`src/rtl/obuf_arb.sv`:
```
// obuf_arb: round-robin 5:1 output arbiter feeding a 2-entry FIFO.
// Grant is combinational; ready/valid decode registered state only.
`ifndef PKT_W
`define PKT_W 8
`endif
`ifndef DIR_N
`define DIR_N 0
`endif
`ifndef DIR_S
`define DIR_S 1
`endif
`ifndef DIR_E
`define DIR_E 2
`endif
`ifndef DIR_W
`define DIR_W 3
`endif
`ifndef DIR_B
`define DIR_B 4
`endif

module obuf_arb #(
  parameter int PYLD_W = `PKT_W,
  parameter int DEPTH  = 2
) (
  input  logic                clk,
  input  logic                rst_n,
  input  logic [4:0]          arb_req,
  input  logic [5*PYLD_W-1:0] payload_i,
  output logic [4:0]          arb_gnt,
  output logic                obuf_rdy,
  output logic                obuf_vld,
  output logic [PYLD_W-1:0]   payload_o,
  input  logic                ds_rdy
);

  logic [2:0]        r_ptr;
  logic [1:0]        r_cnt;
  logic              r_head;
  logic              r_tail;
  logic [PYLD_W-1:0] r_mem [2];

  logic [3:0]        w_k;
  logic [2:0]        w_idx;
  logic              w_any;
  logic [2:0]        w_nptr;
  logic [PYLD_W-1:0] w_sel;
  logic              w_push;
  logic              w_pop;

  // Rotating first-set search starting at the round-robin pointer.
  always_comb begin
    w_k   = '0;
    w_idx = '0;
    w_any = 1'b0;
    for (int i = 0; i < 5; i++) begin
      w_k = {1'b0, r_ptr} + 4'(i);
      if (w_k >= 4'd5)
        w_k = w_k - 4'd5;
      if (!w_any && arb_req[w_k[2:0]]) begin
        w_any = 1'b1;
        w_idx = w_k[2:0];
      end
    end
  end

  assign arb_gnt   = w_any ? (5'b00001 << w_idx) : 5'b00000;
  assign w_nptr    = (w_idx == 3'd4) ? 3'd0 : w_idx + 3'd1;
  assign w_sel     = payload_i[w_idx*PYLD_W +: PYLD_W];

  assign obuf_rdy  = (r_cnt < 2'(DEPTH));
  assign obuf_vld  = (r_cnt != 2'd0);
  assign payload_o = r_mem[r_head];

  assign w_push    = w_any && obuf_rdy;
  assign w_pop     = obuf_vld && ds_rdy;

  // FIFO storage, pointers, occupancy and arbitration pointer.
  always_ff @(posedge clk or negedge rst_n) begin
    if (!rst_n) begin
      r_ptr    <= '0;
      r_cnt    <= '0;
      r_head   <= 1'b0;
      r_tail   <= 1'b0;
      r_mem[0] <= '0;
      r_mem[1] <= '0;
    end else begin
      if (w_push) begin
        r_mem[r_tail] <= w_sel;
        r_tail        <= ~r_tail;
        r_ptr         <= w_nptr;
      end
      if (w_pop)
        r_head <= ~r_head;
      unique case ({w_push, w_pop})
        2'b10:   r_cnt <= r_cnt + 2'd1;
        2'b01:   r_cnt <= r_cnt - 2'd1;
        default: r_cnt <= r_cnt;
      endcase
    end
  end

endmodule

```
`config.mk`:
```
export PLATFORM = sky130hd
export DESIGN_NAME = obuf_arb
export DESIGN_NICKNAME = d
export VERILOG_FILES = /design/src/rtl/obuf_arb.sv
export SDC_FILE = /design/constraint.sdc
export NUM_CORES = 1
export LEC_CHECK = 0
export BUFFER_PORTS_ARGS = -buffer_cell sky130_fd_sc_hd__clkbuf_2
export CAP_MARGIN = 20
export CORE_MARGIN = 1.5
export CORE_UTILIZATION = 55
export DETAILED_ROUTE_END_ITERATION = 8
export MAX_ROUTING_LAYER = met4
export PLACE_DENSITY_LB_ADDON = 0.08
export SYNTH_ARGS = -nofsm -noshare
export SYNTH_HDL_FRONTEND = slang
export SYNTH_SLANG_ARGS = --single-unit
```
`constraint.sdc`:
```
create_clock -name clk -period 4.6 [get_ports clk]
set_input_delay 0.23 -clock clk [delete_from_list [all_inputs] [get_ports clk]]
set_output_delay 0.23 -clock clk [all_outputs]
set_load 0.02 [all_outputs]
```
# Yosys cells after proc, flatten, opt, wreduce, memory -nomap -nowiden
# Index checks and enable logic that the tools add are counted.
# op_classes
n_addsub	12
magnitude_cmp	14
n_eq_ne	3
shift	2
n_mux	34
n_bitwise	4
reduce_logical	13
# ops
op	n
40-bit by 7-bit variable part select with 8-bit output	1
3-bit two-way mux	11
8-bit two-way mux	4
3-bit by 4-bit < comparator with 1-bit output, second input constant	5
16-bit bitwise mux	1
4-bit by 3-bit greater-or-equal comparator with 1-bit output, second input constant	4
1-bit binary-select mux with 3-bit select	5
3-bit subtractor, second input constant	5
1-bit two-way mux	10
3-bit by 2-bit adder with 4-bit output, second input constant	2
8-bit demux with 1-bit select	1
1-bit logical AND	7
5-bit two-way mux	1
1-bit by 3-bit left shift with 5-bit output, first input constant	1
3-bit by 1-bit adder with 4-bit output, second input constant	1
3-bit by 3-bit adder with 4-bit output, second input constant	1
2-bit greater-or-equal comparator, second input constant	2
1-bit logical NOT	4
1-bit NOT with 2-bit output	2
2-bit one-hot mux with 2 select lines	1
2-bit nonzero test	2
3-bit by 1-bit adder with 3-bit output, second input constant	1
3-bit equality test, second input constant	1
3-bit greater-or-equal comparator, second input constant	1
other kinds (7)	8
# word_totals
ff_bits	23
inputBits	48
out_inout_bits	15
elab_cells	88

# Longest topological paths before layout
# Gate-level depths: netlist of the first run.
# logic_depth
ltp_word	20
ltp_mapped	17
depth_no_buf	14

# Least setup slack after synthesis of the first run
# OpenSTA, ideal clock, no wires.
# synth_path
path_type	register to output
start	register r_ptr[1]
end	output arb_gnt[0]
arrival_time_ns	3.981
slack_ns	0.389
path_stages_with_launch	15
path_buffers	4
path_cell_list	dfrtp_1 clkbuf_1 inv_1 ha_1 buf_2 a21oi_1 a41o_1 or3b_1 o21bai_2 or3_4 nor2_1 or3_1 clkbuf_1 buf_2 nor4_1
# synth_via
elab_chain_len	19
# synth_rtl
item	line	rtl
start: declaration	37	logic [2:0] r_ptr;
start signal: assignment	91	r_ptr <= w_nptr;
branches (longest 18 deep; another with 3-bit by 1-bit adder with 4-bit output)	-	
5-bit two-way mux *	67	assign arb_gnt = w_any ? (5'b00001 << w_idx) : 5'b00000;
end: declaration	30	output logic [4:0] arb_gnt,
# Every way passes the cells marked *. The select of a mux whose other input is x is not followed.

# Worst setup path in the final report of the first run
# layout_path
start	register r_ptr[0]
end	output arb_gnt[0]
# The elaborated chain is that of the path after synthesis.

==> results of run 1 <==
worst max-delay path, stage by stage (launching register included):
cell	delay (ps)
dfrtp_1	370
buf_4	310
ha_1	400
nand3b_1	200
and4b_4	240
o22a_1	230
a311o_1	330
a211o_1	370
or3_4	440
o22a_4	350
nor4_1	320
clkbuf_2	230
per-layer routing:
layer | GRT usage (%) | wire length [um] | up-vias
li1 | - | - | 1246
met1 | 41.25 | 3184 | 1165
met2 | 41.15 | 3154 | 111
met3 | 4.583 | 498 | 4
met4 | 3.774 | 32 | 0
met5 | - | 0 | -
worst max-delay path by stage:
stage                     startpoint  cells past startpoint         end
final                       r_ptr[0]                     11  arb_gnt[0]
after global routing        r_ptr[1]                     12  arb_gnt[0]
after CTS                   r_ptr[1]                     13  arb_gnt[0]
after detailed placement    r_ptr[1]                     12    r_mem[1]
after global placement      r_ptr[1]                     12    r_mem[1]
after floorplan             r_ptr[1]                     14  arb_gnt[0]
cell families (layout without fill, tap and decap cells):
family / after synthesis / after routing
AND/OR/NAND/NOR: 94 / 94
AO/OA/AOI/OAI: 90 / 90
buffers and inverters: 60 / 120
multiplexers: 30 / 30
flip-flops: 23 / 23
adder cells (fa/ha/maj): 10 / 10
XOR/XNOR: 10 / 10
registers in the layout, indices dropped and copies added, names as in the netlist:
signal,flops
r_mem,16
r_ptr,3
r_cnt,2
r_head,1
r_tail,1
cells in the mapped netlist (5+ instances only):
master and number:
inv_1 42, nor2_1 24, dfrtp_1 23, nor2b_1 21, a31oi_1 17, o21ai_1 15
a21oi_1 14, nand2_1 13, o21ai_0 12, mux2i_1 11, mux2_2 10, ha_1 9
xnor2_1 9, buf_2 8, mux4_2 8, nand2b_1 7, clkbuf_1 5
repair_timing:
| item | CTS | global route |
|---|---|---|
| hold buffers | 1 | 0 |
| endpoints found under the hold margin | 23 | 0 |
| setup endpoints to repair | 0 | 13 |
| gates resized for setup | 0 | 3 |
area by class of cell:
| type | instances | area [um2] | area share, % |
|---|---|---|---|
| clock buffers | 3 | 41.29 | 1.350 |
| multi-input cells | 234 | 1812 | 59.22 |
| flip-flops and latches | 23 | 576.8 | 18.85 |
| inverters | 43 | 161.4 | 5.276 |
| well taps | 54 | 67.56 | 2.209 |
| repair buffers | 73 | 395.4 | 12.92 |
| clock inverters | 1 | 5.005 | 0.1636 |
layout by cell type (no fill, tap or decap), drive strengths merged, types with 3 or more instances in the layout:
cell	Yosys	routed
a211oi	3	3
a21o	3	3
a21oi	14	14
a31oi	17	17
and2	3	3
buf	12	10
clkbuf	5	65
dfrtp	23	23
ha	9	9
inv	42	42
mux2	10	10
mux2i	11	11
mux4	9	9
nand2	13	13
nand2b	8	8
nand3	3	3
nor2	25	25
nor2b	21	21
nor3	3	3
nor4	3	3
o21ai	27	27
o21bai	3	3
o31ai	3	3
or3	3	3
xnor2	9	9
stage by stage:
step           cell area [um2]  setup WS (ps)  instances  hold WS (ps)  utilization, %
3_3_place_gp              2989          488.0        425         252.2           64.13
2_1_floorplan             2636          388.8        317        -65.59               -
6_report                  3059          307.1        431         203.7           65.64
4_1_cts                   3045          87.74        430         207.1           65.34
3_5_place_dp              2989          221.5        425         260.8           64.13
5_1_grt                   3059          31.99        431         226.0           65.64
==> reports/metrics.yaml, run 1 <==
outcome:
  status: "finished, final reports clean"
floorplanning:
  start_util_pct: 56.56
  die_area_um2: 5218
  fp-row-count: 25
  ios: 63
  core_area_um2: 4661
  fp.dieW_um: 72.24
  die_h_um: 72.24
yosys:
  yosys-mux-area-fraction_pct: 16.28
  synthTopCellsByArea: "dfrtp_1 (22%), mux4_2 (6.8%), inv_1 (6.0%), nor2b_1 (5.0%), ha_1 (4.3%)"
  synthFlopType: "dfrtp_1"
  synthAdderAreaFrac_pct: 5.031
  synth_edf_count: 0
  syn-instance-count: 317
  synth-xor-area-share_pct: 3.322
  synth_compound_area_share_pct: 23.64
  async_flop_share_pct: 100.0
  yosysWarnings: 0
  synth-simple-area-share_pct: 19.98
  syn_area_um2: 2636
  avgSynthCellArea_um2: 8.316
  synth_nets: 375
  synth_top_family_by_area: "compound AO/OA/AOI/OAI gates"
  synth_top_area_share_pct: 21.83
  ys_types: 63
  yosysSeqAreaShare_pct: 21.83
  synth_top_area_cell: "dfrtp_1"
  synth_seq_cells: 23
worst_hold_path:
  worst_hold_path.num_cells: 3
  hold_path_end: "r_mem[13]"
  hp-start: "payload_i[37]"
  hold_path.class: "input pin to register"
route:
  ant_nets: 0
  wl_per_cell_um: 15.94
  vias: 2526
  drt-vias-per-instance: 5.861
  drt_iter0_drc: 269
  drt_pre_antenna_iters: 5
  route.detailed.drc: 0
  routed_wl_um: 6869
grt:
  grt_pass1_wl_um: 11200
  antenna_found_initial: 0
  grt-ovfl-total: 0
  grt_max_degree: 29
  grt_usage_pct: 27.83
  grt_pass1_vias: 2328
timing:
  maxSlewHeadroom_pct: 58.16
  slew_violations: 0
  tns_ps: 0
  setup_violations: 0
  fin_skew_ps: 2.299
  fmaxAchievable_mhz: 232.9
  hold_viol: 0
  period_share_pct: 93.32
  rsz0062_at_grt: "false"
  worstMarginPinSlew_ps: 626.9
  fin_crit_ps: 4293
cells_and_area:
  nets: 436
  antennaDiodeCount: 0
  fillCellCount: 392
  syn2layout_area_growth_pct: 16.04
  drive_above_1_share_pct: 29.44
clock_network:
  root_buffer: "clkbuf_8"
  clkLatencyLatePin_ps: 270
  cts_setup_buffers: 0
  cts_tree: "built"
  cts_buffers: 3
  clkSinkCount: 23
  htreeDepth: 1
  clk_path_buf_depth: 2
  path_clk_slew_ps: 90
flow_run:
  max_cap_violations: 0
setup_path:
  reg2reg_to: "r_mem[1]"
  crit_required_ps: 4370
  crit_type: "register to output port"
  ff2ff_path_depth: 12
  r2r_start: "r_ptr[0]"
  cp-start-kind: "register"
  cp_data_arrival_time_ps: 4060
  r2r_slack_ps: 520
  critPathCaptureType: "output port"
  worstPathMaxFanout: 28
placement:
  hpwlAfterDp_um: 5209
  portBuffers: 62
  gp_congestion: 0.9654
Power of run 1 is not shown: default switching activity piles up to over one toggle a cycle in this logic, so the estimate is an artifact.
==> inputs of run 2 (changes only) <==
--- a/config.mk
+++ b/config.mk
@@ -8,7 +8,7 @@
 export BUFFER_PORTS_ARGS = -buffer_cell sky130_fd_sc_hd__clkbuf_2
 export CAP_MARGIN = 20
 export CORE_MARGIN = 1.5
-export CORE_UTILIZATION = 55
+export CORE_UTILIZATION = 57
 export DETAILED_ROUTE_END_ITERATION = 8
 export MAX_ROUTING_LAYER = met4
 export PLACE_DENSITY_LB_ADDON = 0.08
==> constraint.sdc (replaced) <==
create_clock -name clk -period 5 [get_ports clk]
set_input_delay 0.25 -clock clk [delete_from_list [all_inputs] [get_ports clk]]
set_output_delay 0.25 -clock clk [all_outputs]
set_load 0.02 [all_outputs]
==> reports/metrics.yaml, run 2 (synthesis results as in run 1) <==
outcome:
  status: "finished, final reports clean"  # unchanged
setup_path:
  r2r_start: "r_ptr[1]"  # was r_ptr[0]
  ff2ff_path_depth: 12  # unchanged
  cp_data_arrival_time_ps: 4460  # was 4060 ps
  reg2reg_to: "r_mem[1]"  # unchanged
  cp-start-kind: "register"  # unchanged
  r2r_slack_ps: 620  # was 520 ps
  worstPathMaxFanout: 14  # was 28
  crit_required_ps: 4750  # was 4370 ps
  crit_type: "register to output port"  # unchanged
  critPathCaptureType: "output port"  # unchanged
route:
  wl_per_cell_um: 15.37  # was 15.94 um
  drt_iter0_drc: 251  # was 269
  ant_nets: 0  # unchanged
  drt-vias-per-instance: 5.899  # was 5.861
  drt_pre_antenna_iters: 6  # was 5
  route.detailed.drc: 0  # unchanged
  routed_wl_um: 6517  # was 6869 um
  vias: 2501  # was 2526
cells_and_area:
  drive_above_1_share_pct: 27.69  # was 29.44%
  fin_cells: 424  # was 431
  fillCellCount: 367  # was 392
  layout_commonest_cell: "clkbuf_2"  # unchanged
  largest_reg_flops: 16  # unchanged
  nets: 431  # was 436
  max_flop_register: "r_mem"  # unchanged
  largestRegisters: "r_mem x16, r_ptr x3, r_cnt x2"  # unchanged
  syn2layout_area_growth_pct: 14.29  # was 16.04%
  antennaDiodeCount: 0  # unchanged
  final_cell_mix: "clkbuf_2 (62), inv_1 (42), nor2_1 (24), dfrtp_1 (23), nor2b_1 (21)"  # was clkbuf_2 (62), inv_1 (42), nor2_1 (23), dfrtp_1 (22), nor2b_1 (21)
timing:
  fin_crit_ps: 4710
  setup_violations: 0  # unchanged
  slew_violations: 0  # unchanged
  period_share_pct: 94.20
  fin_skew_ps: 4.113  # was 2.299 ps
  worstMarginPinSlew_ps: 610.3  # was 626.9 ps
  maxSlewHeadroom_pct: 59.17  # was 58.16%
  tns_ps: 0  # unchanged
  fmaxAchievable_mhz: 212.3
  hold_viol: 0  # unchanged
  rsz0062_at_grt: "false"  # unchanged
worst_hold_path:
  hold_path.class: "input pin to register"  # unchanged
  hp-start: "payload_i[38]"  # was payload_i[37]
  worst_hold_path.num_cells: 3  # unchanged
  hold_path_end: "r_mem[6]"  # was r_mem[13]
floorplanning:
  core_area_um2: 4414  # was 4661 um2
  fp-row-count: 24  # was 25
  die_h_um: 71.01  # was 72.24 um
  fp.dieW_um: 71.01  # was 72.24 um
  die_area_um2: 5042  # was 5218 um2
  start_util_pct: 59.72  # was 56.56%
  ios: 63  # unchanged
clock_network:
  cts_buffers: 3  # unchanged
  htreeDepth: 1  # unchanged
  clkSinkCount: 23  # unchanged
  clk_path_buf_depth: 2  # unchanged
  clkLatencyLatePin_ps: 270  # about the same
  path_clk_slew_ps: 90  # about the same
  root_buffer: "clkbuf_8"  # unchanged
  cts_tree: "built"  # unchanged
  cts_setup_buffers: 0  # unchanged
placement:
  hpwlAfterDp_um: 4958  # was 5209 um
  gp_congestion: 1.009  # was 0.9654
  portBuffers: 62  # unchanged
  place_inst: 419  # was 425
flow_run:
  max_cap_violations: 0  # unchanged
grt:
  grt_pass1_vias: 2331  # was 2328
  antenna_found_initial: 0  # unchanged
  grt-ovfl-total: 0  # unchanged
  grt_usage_pct: 27.36  # was 27.83%
  grt_max_degree: 29  # unchanged
  grt_pass1_wl_um: 10800  # was 11200 um
-- run 2: cell types whose count changed in the layout (fill, tap and decap cells not counted) --
cell	delta
buf_4	-5
dfrtp_1	+1
dfrtp_2	-1
ha_1	+1
ha_2	-1
nor2_1	+1
nor2_2	-1
-- run 2: cell type report --
type                       instances  area (um2)  area share [%]
timing repair buffer              68       357.8           11.88
clock buffer                       3       41.29           1.370
multi-input combinational        234        1807           59.97
tap                               52       65.06           2.159
inverter                          43       161.4           5.357
clock inverter                     1       5.005          0.1661
sequential                        23       575.6           19.10
-- run 2: per-stage QoR --
stage          cell area (um2)  hold slack, ps  util [%]  worst slack (ps)
2_1_floorplan             2636          -45.59         -             768.8
6_report                  3013           230.2     68.25             290.2
5_1_grt                   3013           227.8     68.25             16.34
4_1_cts                   3013           234.0     68.25             313.1
3_3_place_gp              2957           269.0     66.98             734.5
3_5_place_dp              2957           274.9     66.98             635.1
-- run 2: routing by layer --
| layer | wire, um | track usage, % | vias up | share of wire [%] |
|---|---|---|---|---|
| met5 | 0 | - | - | 0 |
| met4 | 42 | 4.193 | 0 | 0.64 |
| met3 | 447 | 4.416 | 6 | 6.9 |
| met1 | 3112 | 40.31 | 1144 | 48 |
| li1 | - | - | 1237 | - |
| met2 | 2914 | 40.71 | 114 | 45 |
-- run 2: how the worst max path moves through the flow --
stage                        start          to  slack [ps]  cells past startpoint
after global placement    r_ptr[1]  arb_gnt[3]         730                     12
after floorplan           r_ptr[1]  arb_gnt[0]         770                     14
after detailed placement  r_ptr[1]  arb_gnt[0]         640                     12
after CTS                 r_ptr[1]  arb_gnt[0]         310                     12
after global routing      r_ptr[1]  arb_gnt[0]          20                     12
final                     r_ptr[1]  arb_gnt[0]         290                     12
-- run 2: worst max-delay path, stage by stage, from the launching register on --
cell and delay (ps):
dfrtp_1 640, inv_1 230, ha_1 630, inv_1 180
nor2_1 190, mux2i_1 110, nor3b_1 460, a211o_1 310
or3_4 200, nor2_1 40, or3_1 630, nor4_1 350
clkbuf_2 220
-- run 2: timing repair --
item,4_1_cts,5_1_grt
resized for setup,0,0
hold endpoints to repair,23,0
hold buffers,1,0
Power of run 2 is left out for the same reason.
==> inputs of run 3 (changes only) <==
--- a/config.mk
+++ b/config.mk
@@ -9,9 +9,10 @@
 export CAP_MARGIN = 20
 export CORE_MARGIN = 1.5
 export CORE_UTILIZATION = 57
+export CTS_CLUSTER_SIZE = 12
 export DETAILED_ROUTE_END_ITERATION = 8
 export MAX_ROUTING_LAYER = met4
-export PLACE_DENSITY_LB_ADDON = 0.08
+export PLACE_DENSITY_LB_ADDON = 0.15
 export SYNTH_ARGS = -nofsm -noshare
 export SYNTH_HDL_FRONTEND = slang
 export SYNTH_SLANG_ARGS = --single-unit
==> reports/metrics.yaml, run 3 (synthesis results as in run 1) <==
route:
  drt-vias-per-instance: 5.880  # was 5.899
  ant_nets: 0  # unchanged
  wl_per_cell_um: 15.07  # was 15.37 um
  route.detailed.drc: 0  # unchanged
  routed_wl_um: 6403  # was 6517 um
  drt_pre_antenna_iters: 4  # was 6
  drt_iter0_drc: 164  # was 251
  vias: 2499  # was 2501
worst_hold_path:
  hold_path.class: "input pin to register"  # unchanged
floorplanning:
  start_util_pct: 59.72  # unchanged
  fp.dieW_um: 71.01  # unchanged
  die_area_um2: 5042  # unchanged
  fp-row-count: 24  # unchanged
  core_area_um2: 4414  # unchanged
  ios: 63  # unchanged
  die_h_um: 71.01  # unchanged
timing:
  fmaxAchievable_mhz: 214.9  # was 212.3 MHz
  hold_viol: 0  # unchanged
  setup_violations: 0  # unchanged
  rsz0062_at_grt: "false"  # unchanged
  hold_ws_ps: 233.4  # was 230.2 ps
  tns_ps: 0  # unchanged
  fin_skew_ps: 3.655  # was 4.113 ps
  period_share_pct: 93.05  # was 94.20%
  slew_violations: 0  # unchanged
  worstMarginPinSlew_ps: 645.1  # was 610.3 ps
  maxSlewHeadroom_pct: 56.54  # was 59.17%
  fin_crit_ps: 4653  # was 4710 ps
outcome:
  status: "finished, final reports clean"  # unchanged
cells_and_area:
  largestRegisters: "r_mem x16, r_ptr x3, r_cnt x2"  # unchanged
  drive_above_1_share_pct: 27.88  # was 27.69%
  antennaDiodeCount: 0  # unchanged
  largest_reg_flops: 16  # unchanged
  nets: 432  # was 431
  layout_commonest_cell: "clkbuf_2"  # unchanged
  max_flop_register: "r_mem"  # unchanged
  fillCellCount: 370  # was 367
  fin_area_um2: 3023  # was 3013 um2
  syn2layout_area_growth_pct: 14.67  # was 14.29%
  fin_util_pct: 68.48  # was 68.25%
  final_cell_mix: "clkbuf_2 (62), inv_1 (42), nor2_1 (24), dfrtp_1 (23), nor2b_1 (21)"  # unchanged
flow_run:
  max_cap_violations: 0  # unchanged
grt:
  grt-ovfl-total: 0  # unchanged
  grt_pass1_vias: 2167  # was 2331
  antenna_found_initial: 0  # unchanged
  grt_max_degree: 29  # unchanged
  grt_usage_pct: 26.25  # was 27.36%
  grt_pass1_wl_um: 10380  # was 10800 um
clock_network:
  clkSinkCount: 23  # unchanged
  clkLatencyLatePin_ps: 260  # was 270 ps
  root_buffer: "clkbuf_8"  # unchanged
  cts_setup_buffers: 0  # unchanged
  cts_tree: "built"  # unchanged
  path_clk_slew_ps: 80  # was 90 ps
  clk_path_buf_depth: 2  # unchanged
  htreeDepth: 1  # unchanged
  cts_buffers: 3  # unchanged
setup_path:
  cp_top_family: "simple AND/OR/NAND/NOR gates"  # unchanged
  slowest_delay_ps: 630  # was 640 ps
  critPathCaptureType: "output port"  # unchanged
  crit_type: "register to output port"  # unchanged
  cp_data_arrival_time_ps: 4400  # was 4460 ps
  crit_chain: "inv_1, ha_1, mux2i_1, and3_1, a41o_1, or3b_1, o21bai_2, or3_4, nor2_1, or3_1, nor4_1, clkbuf_2"  # was inv_1, ha_1, inv_1, nor2_1, mux2i_1, nor3b_1, a211o_1, or3_4, nor2_1, or3_1, nor4_1, clkbuf_2
  crit_buf_inv: 2  # was 3
  cp-start-kind: "register"  # unchanged
  cp_slowest_cell: "dfrtp_1"  # unchanged
  worstPathMaxFanout: 14  # unchanged
  crit_required_ps: 4750  # about the same
placement:
  placed_area_um2: 2964  # was 2957 um2
  portBuffers: 62  # unchanged
  gp_congestion: 0.9509  # was 1.009
  hpwlAfterDp_um: 4962  # was 4958 um
## run 3: cell type report
cell class / instances / area (um2) / area share (%)
Tap cell: 52 / 65.06 / 2.152
Inverter: 43 / 161.4 / 5.339
Timing Repair Buffer: 69 / 365.4 / 12.09
Sequential cell: 23 / 575.6 / 19.04
Clock buffer: 4 / 45.04 / 1.490
Multi-Input combinational cell: 234 / 1810 / 59.89
## run 3: repair_timing
action,4_1_cts,5_1_grt
hold endpoints to repair,23,0
setup endpoints to repair,0,1
gates resized for setup,0,1
hold buffers,1,0
## run 3: tightest hold or removal path, stage by stage
cell,delay [ps]
clkbuf_2,90
a31oi_1,60
o21ai_1,60
## run 3: stage by stage
step / cells / setup WS (ps)
CTS: 425 / 322.8
global placement: 420 / 780.3
finish: 425 / 347.4
detailed placement: 420 / 609.9
floorplan: 317 / 768.8
global route: 425 / 47.57
## run 3: worst paths after layout
kind	slack [ps]	from	cells past startpoint	end
worst max register to register	600	r_ptr[1]	11	r_mem[0]
worst max-delay path	350	r_ptr[1]	12	arb_gnt[0]
worst min-delay path	230	payload_i[36]	3	r_mem[4]
min in group asynchronous	510	rst_n	2	r_tail
worst min register to register	520	r_tail	1	r_tail
max in group asynchronous	4120	rst_n	2	r_mem[13]
## run 3: layer usage
layer / routed length, um / track usage (%) / vias to the layer above
met5: 0 / - / -
li1: - / - / 1223
met3: 493 / 5.840 / 2
met2: 2754 / 35.31 / 92
met4: 15 / 2.096 / 0
met1: 3139 / 41.70 / 1182
Power of run 3 is left out for the same reason.
